**config.mk**
```make
export PLATFORM = sky130hd
export DESIGN_NAME = pc_sequencer
export DESIGN_NICKNAME = d
export VERILOG_FILES = /design/src/rtl/pc_sequencer.sv
export SDC_FILE = /design/constraint.sdc
export NUM_CORES = 1
export LEC_CHECK = 0
export CORE_MARGIN = 2
export CORE_UTILIZATION = 45
export CTS_CLUSTER_SIZE = 8
export DETAILED_ROUTE_END_ITERATION = 7
export PLACE_DENSITY = 0.76
export SLEW_MARGIN = 20
export SYNTH_ARGS = -nofsm -noshare
export SYNTH_HDL_FRONTEND = slang
export SYNTH_SLANG_ARGS = --single-unit
```
**constraint.sdc**
```tcl
create_clock -name clk_i -period 4.9 [get_ports clk_i]
set_input_delay 1.47 -clock clk_i [delete_from_list [all_inputs] [get_ports clk_i]]
set_output_delay 1.47 -clock clk_i [all_outputs]
set_load 0.02 [all_outputs]
```
**src/rtl/pc_sequencer.sv**
```systemverilog
// Program-counter sequencer: fetches through a req/ack handshake, resolves
// halt/jump/branch controls on the ack cycle and forms the next PC.
module pc_sequencer #(
   parameter int PC_W     = 16,
   parameter int RESET_PC = 0,
   parameter int ILEN     = 2
) (
   input  logic            clk_i,
   input  logic            rst_i,
   output logic            imem_req_o,
   output logic [PC_W-1:0] imem_addr_o,
   input  logic            imem_ack_i,
   input  logic            stall_i,
   input  logic            halt_i,
   input  logic            beqz_i,
   input  logic            bnez_i,
   input  logic            bgez_i,
   input  logic            bltz_i,
   input  logic            jump_i,
   input  logic            sel_pc_opa_i,
   input  logic            sel_pc_opb_i,
   input  logic [PC_W-1:0] rs_val_i,
   input  logic [PC_W-1:0] imm_i,
   input  logic [PC_W-1:0] disp_i,
   output logic [PC_W-1:0] pc_link_o,
   output logic            retire_o,
   output logic            redirect_o,
   output logic            halted_o,
   output logic            err_multi_o
);

   typedef enum logic [1:0] {
      S_RST,
      S_FETCH,
      S_STALL,
      S_HALT
   } state_e;

   localparam logic [PC_W-1:0] RESET_PC_W = PC_W'(RESET_PC);
   localparam logic [PC_W-1:0] ILEN_W     = PC_W'(ILEN);
   localparam logic [PC_W-1:0] EVEN_MASK  = {{(PC_W-1){1'b1}}, 1'b0};

   state_e          state_q, state_d;
   logic [PC_W-1:0] pc_q, pc_d;
   logic [PC_W-1:0] pc_link_q, pc_link_d;
   logic            retire_q, retire_d;
   logic            redirect_q, redirect_d;
   logic            err_multi_q, err_multi_d;

   logic [PC_W-1:0] pc_plus;
   logic [PC_W-1:0] jump_tgt;
   logic [PC_W-1:0] br_tgt;
   logic            any_branch;
   logic            rs_zero;
   logic            rs_neg;
   logic            br_taken;
   logic            multi_flags;

   assign pc_plus     = pc_q + ILEN_W;
   assign jump_tgt    = (sel_pc_opa_i ? rs_val_i : pc_plus) + (sel_pc_opb_i ? disp_i : imm_i);
   assign br_tgt      = pc_plus + imm_i;
   assign any_branch  = beqz_i | bnez_i | bgez_i | bltz_i;
   assign rs_zero     = (rs_val_i == '0);
   assign rs_neg      = rs_val_i[PC_W-1];
   assign br_taken    = (beqz_i & rs_zero) | (bnez_i & ~rs_zero) |
                        (bltz_i & rs_neg)  | (bgez_i & ~rs_neg);
   assign multi_flags = (halt_i & jump_i) | (halt_i & any_branch) | (jump_i & any_branch);

   always_comb begin
      // NOTE: every signal gets a default before the case so no latch is inferred.
      state_d     = state_q;
      pc_d        = pc_q;
      pc_link_d   = pc_link_q;
      retire_d    = 1'b0;
      redirect_d  = 1'b0;
      err_multi_d = err_multi_q;
      unique case (state_q)
         S_RST: state_d = S_FETCH;
         S_FETCH: begin
            if (imem_ack_i) begin
               retire_d  = 1'b1;
               pc_link_d = pc_plus;
               if (multi_flags) err_multi_d = 1'b1;
               if (halt_i) begin
                  state_d = S_HALT;
               end else begin
                  if (jump_i) begin
                     pc_d       = jump_tgt & EVEN_MASK;
                     redirect_d = 1'b1;
                  end else if (br_taken) begin
                     pc_d       = br_tgt & EVEN_MASK;
                     redirect_d = 1'b1;
                  end else begin
                     pc_d = pc_plus & EVEN_MASK;
                  end
                  state_d = stall_i ? S_STALL : S_FETCH;
               end
            end
         end
         S_STALL: if (!stall_i) state_d = S_FETCH;
         S_HALT:  state_d = S_HALT;
         default: state_d = S_RST;
      endcase
   end

   // NOTE: sequential state uses non-blocking assignments only.
   always_ff @(posedge clk_i) begin
      if (rst_i) begin
         state_q     <= S_RST;
         pc_q        <= RESET_PC_W;
         pc_link_q   <= RESET_PC_W + ILEN_W;
         retire_q    <= 1'b0;
         redirect_q  <= 1'b0;
         err_multi_q <= 1'b0;
      end else begin
         state_q     <= state_d;
         pc_q        <= pc_d;
         pc_link_q   <= pc_link_d;
         retire_q    <= retire_d;
         redirect_q  <= redirect_d;
         err_multi_q <= err_multi_d;
      end
   end

   assign imem_req_o  = (state_q == S_FETCH);
   assign imem_addr_o = pc_q;
   assign pc_link_o   = pc_link_q;
   assign retire_o    = retire_q;
   assign redirect_o  = redirect_q;
   assign halted_o    = (state_q == S_HALT);
   assign err_multi_o = err_multi_q;

endmodule
```
==> flow_summary.json, run 1 <==
{
  "leakagePower_nw": 1.92,
  "hp-class": "reg -> reg",
  "worstHoldStart": "pc_link_o[2]",
  "fillers": 698,
  "syn_area_um2": 3520,
  "synthXorXnorAreaFrac_pct": 9.71,
  "synth_compound_area_share_pct": 22.0,
  "finalSetupViolations": 0,
  "total_power_mw": 0.966,
  "die_x_um": 92.4,
  "critPathLaunchType": "input pin",
  "rsz0062_at_grt": "false",
  "slew_viol_final": 0,
  "cp_data_required_time_ps": 5070,
  "postCtsHoldBufs": 0,
  "cts_setup_buffers": 0,
  "synth_simple_gate_area_share_pct": 20.2,
  "max_slew.worst_pin.slew_ps": 888,
  "drtIter0Drc": 216,
  "dr_wl_met3_um": 636,
  "grt_max_degree": 32,
  "post-route-period-util_pct": 90.7,
  "antenna_left": 0,
  "synth_edf_count": 0,
  "die_area_um2": 8540,
  "io_pins": 97,
  "critPathArrivalTime_ps": 4610,
  "cts-root-buf": "clkbuf_8",
  "layout_common_cells": "94 x clkdlybuf4s50_1, 58 x nor2_1, 35 x dfxtp_1",
  "top_layer_used": "met4",
  "htreeDepth": 2,
  "routedLengthMet1_um": 4710,
  "core_area_um2": 7650,
  "via_per_inst": 5.64,
  "grtUsageTotal_pct": 23.4,
  "gp_congestion": 0.969,
  "holdWs_ps": 461,
  "cts_max_path_buffers": 2,
  "rows": 32,
  "clk_latency_ps": 280,
  "synth_top_family_by_area": "compound AO/OA/AOI/OAI gates",
  "powerDensity_nw_per_um2": 208,
  "status": "complete, no violations",
  "synth-adder-area-share_pct": 12.8,
  "synth_cells": 455,
  "nets": 636,
  "dpl.hpwl_um": 8140,
  "rr_endpoint": "imem_addr_o[15]",
  "drive_above_1_share_pct": 8.84,
  "cts_sinks": 35,
  "clk_pin_slew_ps": 70,
  "cts_tree": "built",
  "r2r_slack_ps": 1170,
  "grt_first_pass_wirelength_um": 16400,
  "async_flop_share_pct": 0,
  "crit_path_frequent_cell": "a31oi_1",
  "cp_max_fo": 12,
  "grt_overflow": 0,
  "routed-wl-met2_um": 4420,
  "synthMuxAreaShare_pct": 9.99,
  "ir_worst_vdd_mv": 0.103,
  "cts_resized": 0,
  "yosys_warnings": 0,
  "area_delta_synth_final_pct": 32.1,
  "r2r.worst_path.cells": 14,
  "synth_ff_type": "dfxtp_1",
  "port_buffers": 94,
  "grt_pass1_vias": 3336,
  "synth.avg_cell_area_um2": 7.73,
  "mostFrequentLayoutCell": "clkdlybuf4s50_1",
  "maxSlewHeadroom_pct": 40.6,
  "antenna_found_initial": 0,
  "yosysSeqAreaShare_pct": 19.9,
  "diodes": 0,
  "hold_path_end": "pc_link_o[2]",
  "crit_type": "in -> reg",
  "firstDrtPassIters": 6,
  "path_cells": "clkdlybuf4s50_1 > mux2_2 > ha_1 > nand3_1 > o21ai_1 > a31oi_1 > o21ai_2 > a31oi_1 > a21oi_1 > mux2i_1 > o41a_1",
  "drcViolationCount": 0,
  "initial_core_util_pct": 46.0,
  "vias": 3638,
  "finalWirelength_um": 9860,
  "wl_per_cell_um": 15.3,
  "slowest_stage": "clkdlybuf4s50_1",
  "period_minus_slack_ps": 4450,
  "max_stage_delay_ps": 800,
  "hold_violations": 0,
  "skew_ps": 6.21,
  "synth_cell_types": 53,
  "ys_ff_latch": 35,
  "cap_violations": 0,
  "die_h_um": 92.4,
  "startpoint": "sel_pc_opb_i",
  "worstReg2RegStart": "imem_addr_o[1]",
  "worstSetupEndpointType": "flop",
  "hold_path_depth": 2,
  "timing.fmax_mhz": 225,
  "setup_tns_ps": 0,
  "numCtsBuffers": 5
}
==> where the power goes <==
part / switching (mW) / leakage (nW) / internal [mW]
Clock: 0.0980 / 0.0515 / 0.128
Sequential: 0.0152 / 0.286 / 0.301
Combinational: 0.220 / 1.58 / 0.203
Total: 0.333 / 1.92 / 0.633
==> through the flow <==
step	setup WS (ps)	area, um2	cells	util [%]
2_1_floorplan	869	3520	456	-
3_3_place_gp	273	4550	637	59.5
3_5_place_dp	227	4550	637	59.5
4_1_cts	512	4650	645	60.8
5_1_grt	227	4650	645	60.8
6_report	454	4650	645	60.8
==> registers in the layout, summed over array words and instances, names as in the netlist <==
| signal | cells |
|---|---|
| err_multi_o | 1 |
| pc_link_o | 15 |
| retire_o | 1 |
| imem_addr_o | 15 |
| redirect_o | 1 |
| state_q | 2 |
==> final cells by class <==
type / instances / area [um2] / share of cell area [%]
Inverter: 24 / 90.1 / 1.94
Timing Repair Buffer: 101 / 993 / 21.4
Sequential cell: 35 / 701 / 15.1
Clock buffer: 8 / 100 / 2.15
Tap cell: 102 / 128 / 2.75
Multi-Input combinational cell: 375 / 2640 / 56.7
==> how the worst max path moves through the flow <==
stage | slack (ps) | endpoint
floorplan | 870 | imem_addr_o[15]
global placement | 270 | imem_addr_o[15]
detailed placement | 230 | imem_addr_o[15]
CTS | 510 | imem_addr_o[15]
global route | 230 | imem_addr_o[14]
finish | 450 | imem_addr_o[15]
==> worst max-delay path: cells and delay by family <==
kind,cells,cell delay (ps)
compound gates,6,1430
fa+ha+maj,1,280
buf+inv,1,800
mux,2,520
simple gates,1,100
==> cells in the mapped netlist, types with 2 or more instances <==
library cell | count | area, um2
nor2_1 | 58 | 218
dfxtp_1 | 35 | 701
nand2_1 | 34 | 128
ha_1 | 32 | 400
a21oi_1 | 29 | 145
xnor2_1 | 27 | 236
mux2_2 | 25 | 282
inv_1 | 23 | 86.3
a211oi_1 | 21 | 158
clkbuf_1 | 17 | 63.8
o21ai_0 | 16 | 80.1
nor3_1 | 15 | 75.1
xor2_1 | 12 | 105
a21o_1 | 9 | 67.6
a31oi_1 | 8 | 50.1
o211ai_1 | 8 | 60.1
mux2i_1 | 7 | 70.1
nand3_1 | 7 | 35.0
nand4_1 | 6 | 37.5
nand2b_1 | 5 | 31.3
a211o_1 | 4 | 35.0
and2_1 | 4 | 25.0
nand3b_1 | 4 | 30.0
nor4_1 | 4 | 25.0
o21a_1 | 4 | 30.0
or2_2 | 4 | 25.0
a311oi_1 | 3 | 26.3
buf_4 | 3 | 22.5
and3_1 | 2 | 12.5
and4_1 | 2 | 17.5
fa_1 | 2 | 40.0
nor2b_1 | 2 | 12.5
o21bai_1 | 2 | 15.0
o41ai_1 | 2 | 17.5
==> kinds of logic (layout without fill, tap and decap cells) <==
logic type	count (synthesis)	in the layout
and+or+nand+nor	151	151
AOI/OAI and AO/OA	116	116
buffers and inverters	46	133
xor gates and xnor gates	39	39
adders and majority gates	35	35
DFF	35	35
muxes	32	32
other	1	2
==> per-layer routing <==
| layer | global-route usage [%] | up-vias |
|---|---|---|
| li1 | - | 1812 |
| met1 | 33.9 | 1672 |
| met2 | 38.1 | 146 |
| met3 | 1.95 | 8 |
| met4 | 4.35 | 0 |
| met5 | 0 | - |
No activity file was read; power rests on OpenSTA's default activity.
==> run 2: changes to the inputs <==
- CORE_MARGIN: 2 -> default
- REMOVE_ABC_BUFFERS: default -> 1
==> flow_summary.json, run 2 (synthesis results as in run 1) <==
{
  "final_cell_area_um2": 4640,
  "vias": 3653,
  "clk_latency_ps": 290,
  "cts_resized": 0,
  "fillers": 680,
  "slew_viol_final": 0,
  "grt_first_pass_wirelength_um": 17100,
  "io_pins": 97,
  "dpl_cell_area_um2": 4550,
  "max_slew.worst_pin.slew_ps": 877,
  "instances_no_fill": 642,
  "diodes": 0,
  "finalWirelength_um": 10300,
  "nets": 637,
  "htreeDepth": 2,
  "p_int_mw": 0.616,
  "skew_ps": 5.24,
  "worstSetupEndpointType": "flop",
  "grtUsageTotal_pct": 25.7,
  "antenna_left": 0,
  "layout_common_cells": "94 x clkdlybuf4s50_1, 58 x nor2_1, 35 x dfxtp_1",
  "timing.fmax_mhz": 227,
  "grt_pass1_vias": 3474,
  "powerDensity_nw_per_um2": 206,
  "period_minus_slack_ps": 4400,
  "die_h_um": 90.4,
  "status": "complete, no violations",
  "drtIter0Drc": 261,
  "cts_max_path_buffers": 2,
  "via_per_inst": 5.69,
  "placed_cells": 635,
  "firstDrtPassIters": 4,
  "die_x_um": 90.4,
  "swShare_pct": 35.7,
  "seq_area_um2": 701,
  "mostFrequentLayoutCell": "clkdlybuf4s50_1",
  "die_area_um2": 8180,
  "drcViolationCount": 0,
  "p_clk_share_pct": 22.3,
  "cts_setup_buffers": 0,
  "gp_congestion": 0.915,
  "area_delta_synth_final_pct": 31.9,
  "cp_data_required_time_ps": 5090,
  "rsz0062_at_grt": "false",
  "numCtsBuffers": 5,
  "maxSlewHeadroom_pct": 41.4,
  "switchingPower_mw": 0.342,
  "crit_type": "in -> reg",
  "post-route-period-util_pct": 89.8,
  "critPathArrivalTime_ps": 4590,
  "hold_violations": 0,
  "core_area_um2": 7410,
  "grt_overflow": 0,
  "wl_per_cell_um": 16.1,
  "holdWs_ps": 459,
  "total_power_mw": 0.958,
  "dpl.hpwl_um": 8510,
  "cts-root-buf": "clkbuf_8",
  "antenna_found_initial": 0,
  "critPathLaunchType": "input pin",
  "initial_core_util_pct": 47.5,
  "cts_sinks": 35,
  "hp-class": "reg -> reg",
  "cp_max_fo": 11,
  "finalSetupViolations": 0,
  "cap_violations": 0,
  "drive_above_1_share_pct": 9.02,
  "cts_tree": "built",
  "port_buffers": 94,
  "p_comb_share_pct": 44.7,
  "postCtsHoldBufs": 0,
  "setup_tns_ps": 0,
  "ir_worst_vdd_mv": 0.0977,
  "clk_pin_slew_ps": 70,
  "pwr-share-seq_pct": 33.1,
  "grt_max_degree": 31,
  "rows": 31,
  "multi_input_area_um2": 2640,
  "leakagePower_nw": 1.92
}
==> run 2: changes by cell type in the layout (fill, tap and decap cells not counted) <==
cell | before | now
clkbuf_8 | 7 | 6
clkbuf_1 | 1 | 0
buf_4 | 7 | 8
clkinv_2 | 0 | 1
==> run 2: path summary, 6_finish.rpt <==
kind	startpoint	to	slack, ps	cells past startpoint
setup / recovery	sel_pc_opb_i	imem_addr_o[13]	500	11
hold reg to reg	pc_link_o[1]	pc_link_o[1]	460	1
hold / removal	pc_link_o[1]	pc_link_o[1]	460	1
setup reg to reg	imem_addr_o[1]	imem_addr_o[15]	1070	15
==> run 2: cell type report <==
cell class              instances  share of cell area [%]
multi-input cells             375                    56.8
repair buffers                102                    21.6
flip-flops and latches         35                    15.1
well taps                      99                    2.67
inverters                      24                    1.94
clock buffers                   6                    1.78
clock inverters                 1                   0.108
==> run 2: critical path, stage by stage <==
cell and delay [ps]:
clkdlybuf4s50_1 810, buf_4 280, mux2_2 350, ha_1 350, a21o_1 180, a21oi_1 180, o21ai_0 140, a311oi_1 310
xnor2_1 160, nor2_1 50, o41ai_1 290
==> run 2: metal layers <==
metal	global-route usage, %	part of all wire (%)	vias to the layer above
li1	-	-	1814
met1	34.8	46	1706
met2	43.0	47	119
met3	2.44	6.0	14
met4	7.66	1.7	0
met5	0	0	-
==> run 2: power groups by stage <==
stage	Combinational, mW	Clock, mW	Sequential, mW
floorplan	0.240	0	0.339
global placement	0.415	0	0.322
detailed placement	0.422	0	0.323
CTS	0.425	0.212	0.316
global route	0.465	0.230	0.319
finish	0.428	0.213	0.317
==> run 2: through the flow <==
step,utilization [%],setup slack (ps)
after floorplan,-,1140
after global placement,61.4,265
after detailed placement,61.4,236
after CTS,62.6,539
after global routing,62.6,309
final,62.6,500
